--- src/rtl/mmc_request_arbiter_if.sv ---
// mmc_request_arbiter_if
//   Bundles every signal between the MMC request arbiter, its two requesters
//   (Disk II track loader and block device) and the spi_controller command
//   inputs.
//
//   Handshake: each requester raises its *_req level and holds it until the
//   arbiter answers with a one-cycle *_done pulse; the request payload
//   (disk_track / blk_num) is sampled only in the grant cycle. Toward the
//   controller, block_read_cmd / track_mode are commands and is_idle is the
//   completion indication (falls when a read starts, rises when it ends).
//
//   Modports:
//     slave  - the arbiter side (takes requests, drives controller commands)
//     master - the surrounding system (requesters + controller)
interface mmc_request_arbiter_if;
    logic        disk_req;
    logic [5:0]  disk_track;
    logic        disk_done;
    logic        blk_req;
    logic [22:0] blk_num;
    logic        blk_done;
    logic [5:0]  track;
    logic        track_mode;
    logic [22:0] block_to_read;
    logic        block_read_cmd;
    logic        is_idle;
    logic        ram_sel;
    logic        busy;
    logic        error;

    modport slave (
        input  disk_req, disk_track, blk_req, blk_num, is_idle,
        output disk_done, blk_done, track, track_mode, block_to_read,
               block_read_cmd, ram_sel, busy, error
    );

    modport master (
        output disk_req, disk_track, blk_req, blk_num, is_idle,
        input  disk_done, blk_done, track, track_mode, block_to_read,
               block_read_cmd, ram_sel, busy, error
    );
endinterface

--- src/rtl/mmc_request_arbiter.sv ---
// mmc_request_arbiter
//   Shares one SPI MMC block reader between the Disk II track loader (full
//   nibble track, track_mode=1) and the block device (single 512-byte block,
//   block_read_cmd=1). Grants one requester at a time, round-robin on ties,
//   and detects completion from the controller's is_idle.
//
//   Ports:
//     CLK_14M   - system clock, rising edge
//     reset_n   - asynchronous active-low reset
//     arb       - mmc_request_arbiter_if.slave (requests, done pulses,
//                 controller commands, is_idle, ram_sel, busy, error)
//     dbg_state - current FSM state (INIT=0 IDLE=1 ISSUE=2 WAIT_START=3
//                 WAIT_DONE=4 DONE=5)
//
//   Optional feature: define MMC_ARB_WATCHDOG_EN to add a WAIT_DONE busy
//   watchdog that sets a sticky error, completes the owner and returns to
//   INIT. Without it error is tied to 0 and no counter exists.
module mmc_request_arbiter #(
    parameter logic [22:0] DISK_BASE_BLOCK = 23'd0,
    parameter int unsigned START_TIMEOUT   = 8,
    parameter logic [23:0] WATCHDOG_CYCLES = 24'hFFFFFF
) (
    input  logic                 CLK_14M,
    input  logic                 reset_n,
    mmc_request_arbiter_if.slave arb,
    output logic [2:0]           dbg_state
);
    typedef enum logic [2:0] {
        S_INIT       = 3'd0,
        S_IDLE       = 3'd1,
        S_ISSUE      = 3'd2,
        S_WAIT_START = 3'd3,
        S_WAIT_DONE  = 3'd4,
        S_DONE       = 3'd5
    } state_t;

    localparam logic [7:0] TO_LAST = 8'(START_TIMEOUT - 1);

    state_t      state_q, state_d;
    logic        grant_disk;
    logic        wd_expire;
    logic [5:0]  track_q, track_d;
    logic        track_mode_q, track_mode_d;
    logic [22:0] blk_q, blk_d;
    logic        cmd_q, cmd_d;
    logic        ram_sel_q, ram_sel_d;
    logic        last_grant_q, last_grant_d;   // 0 = disk, 1 = block
    logic        busy_q, busy_d;
    logic        disk_done_q, disk_done_d;
    logic        blk_done_q, blk_done_d;
    logic [7:0]  to_cnt_q, to_cnt_d;
`ifdef MMC_ARB_WATCHDOG_EN
    logic [23:0] wd_cnt_q, wd_cnt_d;
    logic        error_q, error_d;
`else
    logic        unused_wd_cycles;
    assign unused_wd_cycles = ^WATCHDOG_CYCLES;
`endif

    // State and registered outputs
    always_ff @(posedge CLK_14M or negedge reset_n) begin
        if (!reset_n) begin
            state_q      <= S_INIT;
            track_q      <= '0;
            track_mode_q <= 1'b0;
            blk_q        <= DISK_BASE_BLOCK;
            cmd_q        <= 1'b0;
            ram_sel_q    <= 1'b0;
            last_grant_q <= 1'b1;   // disk wins the first tie
            busy_q       <= 1'b0;
            disk_done_q  <= 1'b0;
            blk_done_q   <= 1'b0;
            to_cnt_q     <= '0;
`ifdef MMC_ARB_WATCHDOG_EN
            wd_cnt_q     <= '0;
            error_q      <= 1'b0;
`endif
        end else begin
            state_q      <= state_d;
            track_q      <= track_d;
            track_mode_q <= track_mode_d;
            blk_q        <= blk_d;
            cmd_q        <= cmd_d;
            ram_sel_q    <= ram_sel_d;
            last_grant_q <= last_grant_d;
            busy_q       <= busy_d;
            disk_done_q  <= disk_done_d;
            blk_done_q   <= blk_done_d;
            to_cnt_q     <= to_cnt_d;
`ifdef MMC_ARB_WATCHDOG_EN
            wd_cnt_q     <= wd_cnt_d;
            error_q      <= error_d;
`endif
        end
    end

    // Next-state logic
    always_comb begin
        state_d    = state_q;
        grant_disk = 1'b0;
        wd_expire  = 1'b0;
        case (state_q)
            S_INIT: begin
                // Controller card init is finished once it reports idle.
                if (arb.is_idle) state_d = S_IDLE;
            end
            S_IDLE: begin
                if (arb.disk_req || arb.blk_req) begin
                    state_d    = S_ISSUE;
                    grant_disk = arb.disk_req && (!arb.blk_req || last_grant_q);
                end
            end
            S_ISSUE: state_d = S_WAIT_START;
            S_WAIT_START: begin
                // Staying idle for the whole window means the controller
                // already holds the requested data.
                if (!arb.is_idle)             state_d = S_WAIT_DONE;
                else if (to_cnt_q == TO_LAST) state_d = S_DONE;
            end
            S_WAIT_DONE: begin
                if (arb.is_idle) state_d = S_DONE;
`ifdef MMC_ARB_WATCHDOG_EN
                else if (wd_cnt_q == WATCHDOG_CYCLES - 24'd1) begin
                    state_d   = S_INIT;
                    wd_expire = 1'b1;
                end
`endif
            end
            S_DONE:  state_d = S_IDLE;
            default: state_d = S_INIT;
        endcase
    end

    // Output logic: next values of the registered outputs, keyed on the
    // state being entered so each output is valid in that state's first cycle.
    always_comb begin
        track_d      = track_q;
        track_mode_d = track_mode_q;
        blk_d        = blk_q;
        cmd_d        = cmd_q;
        ram_sel_d    = ram_sel_q;
        last_grant_d = last_grant_q;
        busy_d       = busy_q;
        disk_done_d  = 1'b0;
        blk_done_d   = 1'b0;
        to_cnt_d     = to_cnt_q;
        if (state_q == S_WAIT_START) to_cnt_d = to_cnt_q + 8'd1;
`ifdef MMC_ARB_WATCHDOG_EN
        wd_cnt_d = wd_cnt_q;
        error_d  = error_q | wd_expire;
        if (state_q == S_WAIT_DONE) wd_cnt_d = wd_cnt_q + 24'd1;
`endif
        case (state_d)
            S_ISSUE: begin
                busy_d       = 1'b1;
                to_cnt_d     = '0;
                last_grant_d = !grant_disk;
                ram_sel_d    = !grant_disk;
                track_mode_d = grant_disk;
                cmd_d        = !grant_disk;
                if (grant_disk) begin
                    track_d = arb.disk_track;
                    blk_d   = DISK_BASE_BLOCK;
                end else begin
                    blk_d   = arb.blk_num;
                end
`ifdef MMC_ARB_WATCHDOG_EN
                wd_cnt_d = '0;
`endif
            end
            // track_mode is held here: the controller picks its post-CRC
            // state from it.
            S_WAIT_DONE: cmd_d = 1'b0;
            default: ;
        endcase
        if (state_d == S_DONE || wd_expire) begin
            disk_done_d  = !ram_sel_q;
            blk_done_d   = ram_sel_q;
            track_mode_d = 1'b0;
            cmd_d        = 1'b0;
            busy_d       = 1'b0;
        end
    end

    assign arb.track          = track_q;
    assign arb.track_mode     = track_mode_q;
    assign arb.block_to_read  = blk_q;
    assign arb.block_read_cmd = cmd_q;
    assign arb.ram_sel        = ram_sel_q;
    assign arb.busy           = busy_q;
    assign arb.disk_done      = disk_done_q;
    assign arb.blk_done       = blk_done_q;
`ifdef MMC_ARB_WATCHDOG_EN
    assign arb.error          = error_q;
`else
    assign arb.error          = 1'b0;
`endif
    assign dbg_state          = state_q;
endmodule

--- src/flat_wrapper.sv ---
// flat-port wrapper written by rule: the top's interface ports become plain ports
module mmc_request_arbiter_flat 
#(
    parameter logic [22:0] DISK_BASE_BLOCK = 23'd0,
    parameter int unsigned START_TIMEOUT   = 8,
    parameter logic [23:0] WATCHDOG_CYCLES = 24'hFFFFFF
)
  (CLK_14M, reset_n, dbg_state, arb_disk_req, arb_disk_track, arb_blk_req, arb_blk_num, arb_is_idle, arb_disk_done, arb_blk_done, arb_track, arb_track_mode, arb_block_to_read, arb_block_read_cmd, arb_ram_sel, arb_busy, arb_error);
  mmc_request_arbiter_if arb_i ();
  input  logic CLK_14M;
  input  logic reset_n;
  output logic [2:0] dbg_state;
  input wire logic [$bits(arb_i.disk_req)-1:0] arb_disk_req;
  input wire logic [$bits(arb_i.disk_track)-1:0] arb_disk_track;
  input wire logic [$bits(arb_i.blk_req)-1:0] arb_blk_req;
  input wire logic [$bits(arb_i.blk_num)-1:0] arb_blk_num;
  input wire logic [$bits(arb_i.is_idle)-1:0] arb_is_idle;
  output wire logic [$bits(arb_i.disk_done)-1:0] arb_disk_done;
  output wire logic [$bits(arb_i.blk_done)-1:0] arb_blk_done;
  output wire logic [$bits(arb_i.track)-1:0] arb_track;
  output wire logic [$bits(arb_i.track_mode)-1:0] arb_track_mode;
  output wire logic [$bits(arb_i.block_to_read)-1:0] arb_block_to_read;
  output wire logic [$bits(arb_i.block_read_cmd)-1:0] arb_block_read_cmd;
  output wire logic [$bits(arb_i.ram_sel)-1:0] arb_ram_sel;
  output wire logic [$bits(arb_i.busy)-1:0] arb_busy;
  output wire logic [$bits(arb_i.error)-1:0] arb_error;
  assign arb_i.disk_req = arb_disk_req;
  assign arb_i.disk_track = arb_disk_track;
  assign arb_i.blk_req = arb_blk_req;
  assign arb_i.blk_num = arb_blk_num;
  assign arb_i.is_idle = arb_is_idle;
  assign arb_disk_done = arb_i.disk_done;
  assign arb_blk_done = arb_i.blk_done;
  assign arb_track = arb_i.track;
  assign arb_track_mode = arb_i.track_mode;
  assign arb_block_to_read = arb_i.block_to_read;
  assign arb_block_read_cmd = arb_i.block_read_cmd;
  assign arb_ram_sel = arb_i.ram_sel;
  assign arb_busy = arb_i.busy;
  assign arb_error = arb_i.error;
  mmc_request_arbiter #(.DISK_BASE_BLOCK(DISK_BASE_BLOCK), .START_TIMEOUT(START_TIMEOUT), .WATCHDOG_CYCLES(WATCHDOG_CYCLES)) u_core (.CLK_14M(CLK_14M), .reset_n(reset_n), .arb(arb_i), .dbg_state(dbg_state));
endmodule
--- config.mk ---
export PLATFORM = sky130hd
export DESIGN_NAME = mmc_request_arbiter_flat
export DESIGN_NICKNAME = d
export VERILOG_FILES = /design/src/rtl/mmc_request_arbiter_if.sv /design/src/rtl/mmc_request_arbiter.sv /design/src/flat_wrapper.sv
export SDC_FILE = /design/constraint.sdc
export NUM_CORES = 1
export LEC_CHECK = 0
export ABC_AREA = 1
export CELL_PAD_IN_SITES_DETAIL_PLACEMENT = 1
export CELL_PAD_IN_SITES_GLOBAL_PLACEMENT = 1
export CORE_UTILIZATION = 36
export CTS_BUF_LIST = sky130_fd_sc_hd__clkbuf_8
export DETAILED_ROUTE_END_ITERATION = 8
export PLACE_DENSITY = 0.89
export SYNTH_ARGS = -nofsm -noshare
export SYNTH_HDL_FRONTEND = slang
export SYNTH_SLANG_ARGS = --single-unit
--- constraint.sdc ---
create_clock -name CLK_14M -period 3.4 [get_ports CLK_14M]
set_input_delay 0.68 -clock CLK_14M [delete_from_list [all_inputs] [get_ports CLK_14M]]
set_output_delay 0.68 -clock CLK_14M [all_outputs]
set_load 0.005 [all_outputs]
# After elaboration in Yosys (flattened, before gate mapping)
# Index checks and enable logic that the tools add are counted.
# classes
muxes	19
n_reduce_logical	11
eq_ne	9
addsub	1
# op_table
op	count
2-to-1 mux 23 bit	1
case mux 3 bit (6 select lines)	1
2-to-1 mux 8 bit	2
2-to-1 mux 3 bit	5
== test 3 bit (second input constant)	4
== test 3 x 2 -> 1 bit (second input constant)	3
2-to-1 mux 1 bit	9
adder 8 x 1 -> 8 bit (second input constant)	1
== test 8 x 3 -> 1 bit (second input constant)	1
nonzero test 2 bit	2
== test 3 x 1 -> 1 bit (second input constant)	1
zero test 1 bit	3
zero test 3 bit	1
nonzero test 3 bit	1
logical OR 1 bit	2
case mux 1 bit (2 select lines)	1
AND reduction 2 bit	1
logical AND 1 bit	1
# word_totals
ff_bits	47

# Longest topological paths before layout
# depth
depth_word	8
mapped_depth	9
ltp_nobuf	9

# Least setup slack after synthesis
# No wires, ideal clock.
# synth_timing
path_type	input to register
from	in arb_blk_req
to	reg u_core.track_mode_q (netlist: u_core.arb.track_mode)
path_stages	8
t_required_ps	3283
arrival_time_ps	1415
n_path_buf	0
setup_slack_ps	1867
setup_time_ps	117
path_cell_list	nor2_1 -> nand2_1 -> nand2_1 -> inv_1 -> nand2_1 -> nand2_1 -> nand3_1 -> nand2_1
# synth_via
word_cells_on_any_way	13
cone_classes	eq/ne (2); mux (6); reduce/logical (5)
# synth_lines
item	line_no	rtl
start, declared	flat_wrapper.sv:15	input wire logic [$bits(arb_i.blk_req)-1:0] arb_blk_req;
logical OR 1 bit *	mmc_request_arbiter.sv:108	if (arb.disk_req || arb.blk_req) begin
2-to-1 mux 3 bit *	mmc_request_arbiter.sv:108	
case mux 3 bit (6 select lines) *	mmc_request_arbiter.sv:102	case (state_q)
named net u_core.state_d[0]	mmc_request_arbiter.sv:39	state_t state_q, state_d;
== test 3 bit / == test 3 x 2 -> 1 bit (equally long branches)	mmc_request_arbiter.sv:176, mmc_request_arbiter.sv:153	
2-to-1 mux 1 bit / nonzero test 2 bit (equally long branches)	--	
end signal, assigned	mmc_request_arbiter.sv:81	track_mode_q <= track_mode_d;
end, declared	mmc_request_arbiter.sv:43	logic track_mode_q, track_mode_d;
# The timed path passes the listed nets; every way through them passes the cells marked *. The select of a mux whose other input is x is not followed.
# A chain may end at the register's enable or synchronous reset.

# Worst setup path in the final report
# layout_timing
from	in arb_blk_req
to	reg u_core.to_cnt_q[7]
# layout_via
elab_chain_cells	5
word_cells_on_any_way	6
cone_classes	eq/ne (1); mux (3); reduce/logical (2)
# layout_rtl
item	line_no	rtl
logical OR 1 bit *	mmc_request_arbiter.sv:108	
2-to-1 mux 3 bit *	mmc_request_arbiter.sv:108	
case mux 3 bit (6 select lines) *	mmc_request_arbiter.sv:102	
== test 3 x 2 -> 1 bit *	mmc_request_arbiter.sv:153	case (state_d)
2-to-1 mux 8 bit / nonzero test 2 bit (equally long branches)	--	
end signal, assigned	mmc_request_arbiter.sv:89	to_cnt_q <= to_cnt_d;
end, declared	mmc_request_arbiter.sv:51	logic [7:0] to_cnt_q, to_cnt_d;
# Every way passes the cells marked *; elsewhere a longest branch is shown, timed or not.

==> results.toml <==
[clocking]
cts_resized = 0
ctsHtreeMaxLevel = 2
clk-insertion-delay-late_ps = 300
clock-root-buffer = "clkbuf_8"
cts_tree = "done"
clk_pin_slew_ps = 90
clock_sinks = 47
cts_setup_buffers = 0
clockBufferDepth = 2
ctsHoldBuffers = 0
numCtsBuffers = 5

[pwr]
clkPwrFrac_pct = 14.3
ir_drop_mv = 0.424
power_frac_seq_pct = 40.3
sw_frac_of_total_pct = 37.3
p_int_mw = 1.45
power.density_nw_per_um2 = 807
p_comb_share_pct = 45.4
p_leak_nw = 1.40
p_sw_uw = 865

[placement]
dp_hpwl_mm = 3.87
portBuffers = 71
placed_area_um2 = 2790
dp_cells = 369
place.gp.congestion = 0.786

[cells_and_area]
areaGrowthSynthToFinish_pct = 38.1
antenna_cells = 0
final_nets = 339
fill_cells = 682
finalNonFillerCells = 377
drive_gt1_share_pct = 6.23
fin_area_um2 = 2870
utilization_pct = 51.9

[worst_hold_path]
hold_class = "flop to flop"

[worst_setup_path]
crit_path_max_fanout = 35
arrival_ps = 2230
critPathLaunchType = "input pin"
criticalPathCategory = "input pin to flop"
required_ps = 3630
end_kind = "flop"

[synth]
yosysSeqAreaShare_pct = 56.6
synth_cell_types = 25
synthesis.area_um2 = 2080
ys.flop_type = "dfrtp_1"
ys_seq_elements = 47
netlist_instances = 236
synth_warnings = 0
synth.avg_cell_area_um2 = 8.82
synthArstFlopShare_pct = 100
synth_edf_count = 0
synth_fp_nets = 271

[routing]
route.detailed.drc = 0
post_drt_wl_per_cell_um = 14.5
via_count = 1819
drtIter0Drc = 71
antenna_left = 0
dr.pass1.iters = 4
wirelength_mm = 5.45
vias_per_cell = 4.82

[sta]
rsz0062_at_grt = "no"
worst_slew_pin_slew_ps = 1050
fin_crit_ps = 2000
fmax_mhz = 500
setup-tns-final_ps = 0
hold_violations = 0
setup_viol = 0
fin_worst_skew_ps = 1.47
max_slew_margin_pct = 30.2
hold-worst-slack_ps = 477
min_period_over_period_pct = 58.8
slew_viol_final = 0

[floorplanning]
rows = 27
coreArea_um2 = 5540
boundaryPins = 73
die_area_um2 = 6090
start_util_pct = 37.6
die-width_um = 78.0
die_h_um = 78.0

[global_route]
track_usage_pct = 19.3
grt_pass1_wl_mm = 9.13
grt_pass1_vias = 1924
antenna_found_initial = 0
grt_max_degree = 48
gr-total-overflow = 0

[flow_run]
max_cap_violations = 0

[status]
status = "finished clean"
worst paths after layout:
path	from	endpoint	slack (ps)	depth (start not counted)
worst max-delay path	arb_blk_req	u_core.to_cnt_q[7]	1400	6
worst min-delay path	u_core.arb.ram_sel	u_core.arb.disk_done	480	1
worst max register to register	u_core.dbg_state[0]	u_core.arb.track_mode	1620	7
worst min register to register	u_core.arb.ram_sel	u_core.arb.disk_done	480	1
max in group asynchronous	reset_n	u_core.arb.blk_done	2200	1
min in group asynchronous	reset_n	u_core.dbg_state[0]	550	1
final cells by class:
cell class,instances,area [µm²],area share [%]
inverters,16,62.6,2.18
clock inverters,3,16.3,0.566
flip-flops and latches,47,1180,41.0
multi-input cells,163,753,26.2
clock buffers,5,68.8,2.39
well taps,72,90.1,3.13
repair buffers,71,706,24.6
power groups by stage:
stage	clock network, mW	registers, mW	logic (mW)
final	0.332	0.934	1.05
after global routing	0.360	0.961	1.17
after CTS	0.338	0.938	1.07
after detailed placement	0	0.942	1.06
after global placement	0	0.937	1.00
after floorplan	0	0.930	0.522
placed cells by master (no fill, tap or decap), types with 3 or more instances in the layout:
master / Yosys / final
nand3_1: 33 / 33
nand4_1: 5 / 5
nor2_1: 15 / 15
nand2_1: 88 / 88
o21ai_0: 5 / 5
clkbuf_8: 0 / 5
nor3_1: 3 / 3
inv_2: 3 / 3
dfrtp_1: 46 / 46
clkdlybuf4s50_1: 0 / 70
inv_1: 12 / 13
critical path: stages:
cell,delay (ps)
clkdlybuf4s50_1,420
nor2_1,340
nor2_8,160
inv_4,320
nand2_1,120
o21ai_0,160
kinds of logic after synthesis:
logic type | count (synthesis) | share of synthesized area (%)
AND/OR/NAND/NOR | 149 | 31.9
flip-flops | 47 | 56.6
buffers and inverters | 26 | 7.22
AO/OA/AOI/OAI | 12 | 3.49
adder cells (fa/ha/maj) | 1 | 0.601
other | 1 | 0.180
layer usage:
metal / GRT usage [%] / up-vias / share of wire (%)
li1: - / 883 / -
met1: 23.6 / 880 / 43
met2: 33.5 / 47 / 51
met3: 4.88 / 9 / 4.5
met4: 5.74 / 0 / 1.7
met5: 0 / - / 0
cells in the mapped netlist (2+ instances only):
cell     number  area [µm²]
a21oi_1       2        10.0
a21oi_2       2        17.5
buf_4         3        22.5
buf_6         5        56.3
dfrtp_1      46        1150
inv_1        12        45.0
inv_2         3        11.3
nand2_1      88         330
nand3_1      33         165
nand4_1       5        31.3
nor2_1       15        56.3
nor2_8        2        40.0
nor3_1        3        15.0
nor3_2        2        20.0
o21ai_0       5        25.0
per-stage QoR:
step | setup WS [ps] | total power, mW
after floorplan | 1870 | 1.45
after global placement | 1150 | 1.94
after detailed placement | 1060 | 2.01
after CTS | 1370 | 2.35
after global routing | 1210 | 2.49
final | 1400 | 2.32
sequential cells by signal (all words and copies together), names as in the netlist:
| register | cells |
|---|---|
| u_core.to_cnt_q | 8 |
| u_core.arb.track_mode | 1 |
| u_core.arb.disk_done | 1 |
| u_core.arb.track | 6 |
| u_core.arb.blk_done | 1 |
| u_core.dbg_state | 3 |
| u_core.arb.busy | 1 |
| u_core.arb.block_to_read | 23 |
| u_core.arb.block_read_cmd | 1 |
| u_core.arb.ram_sel | 1 |
| u_core.last_grant_q | 1 |
(Power assumes the default switching activity.)
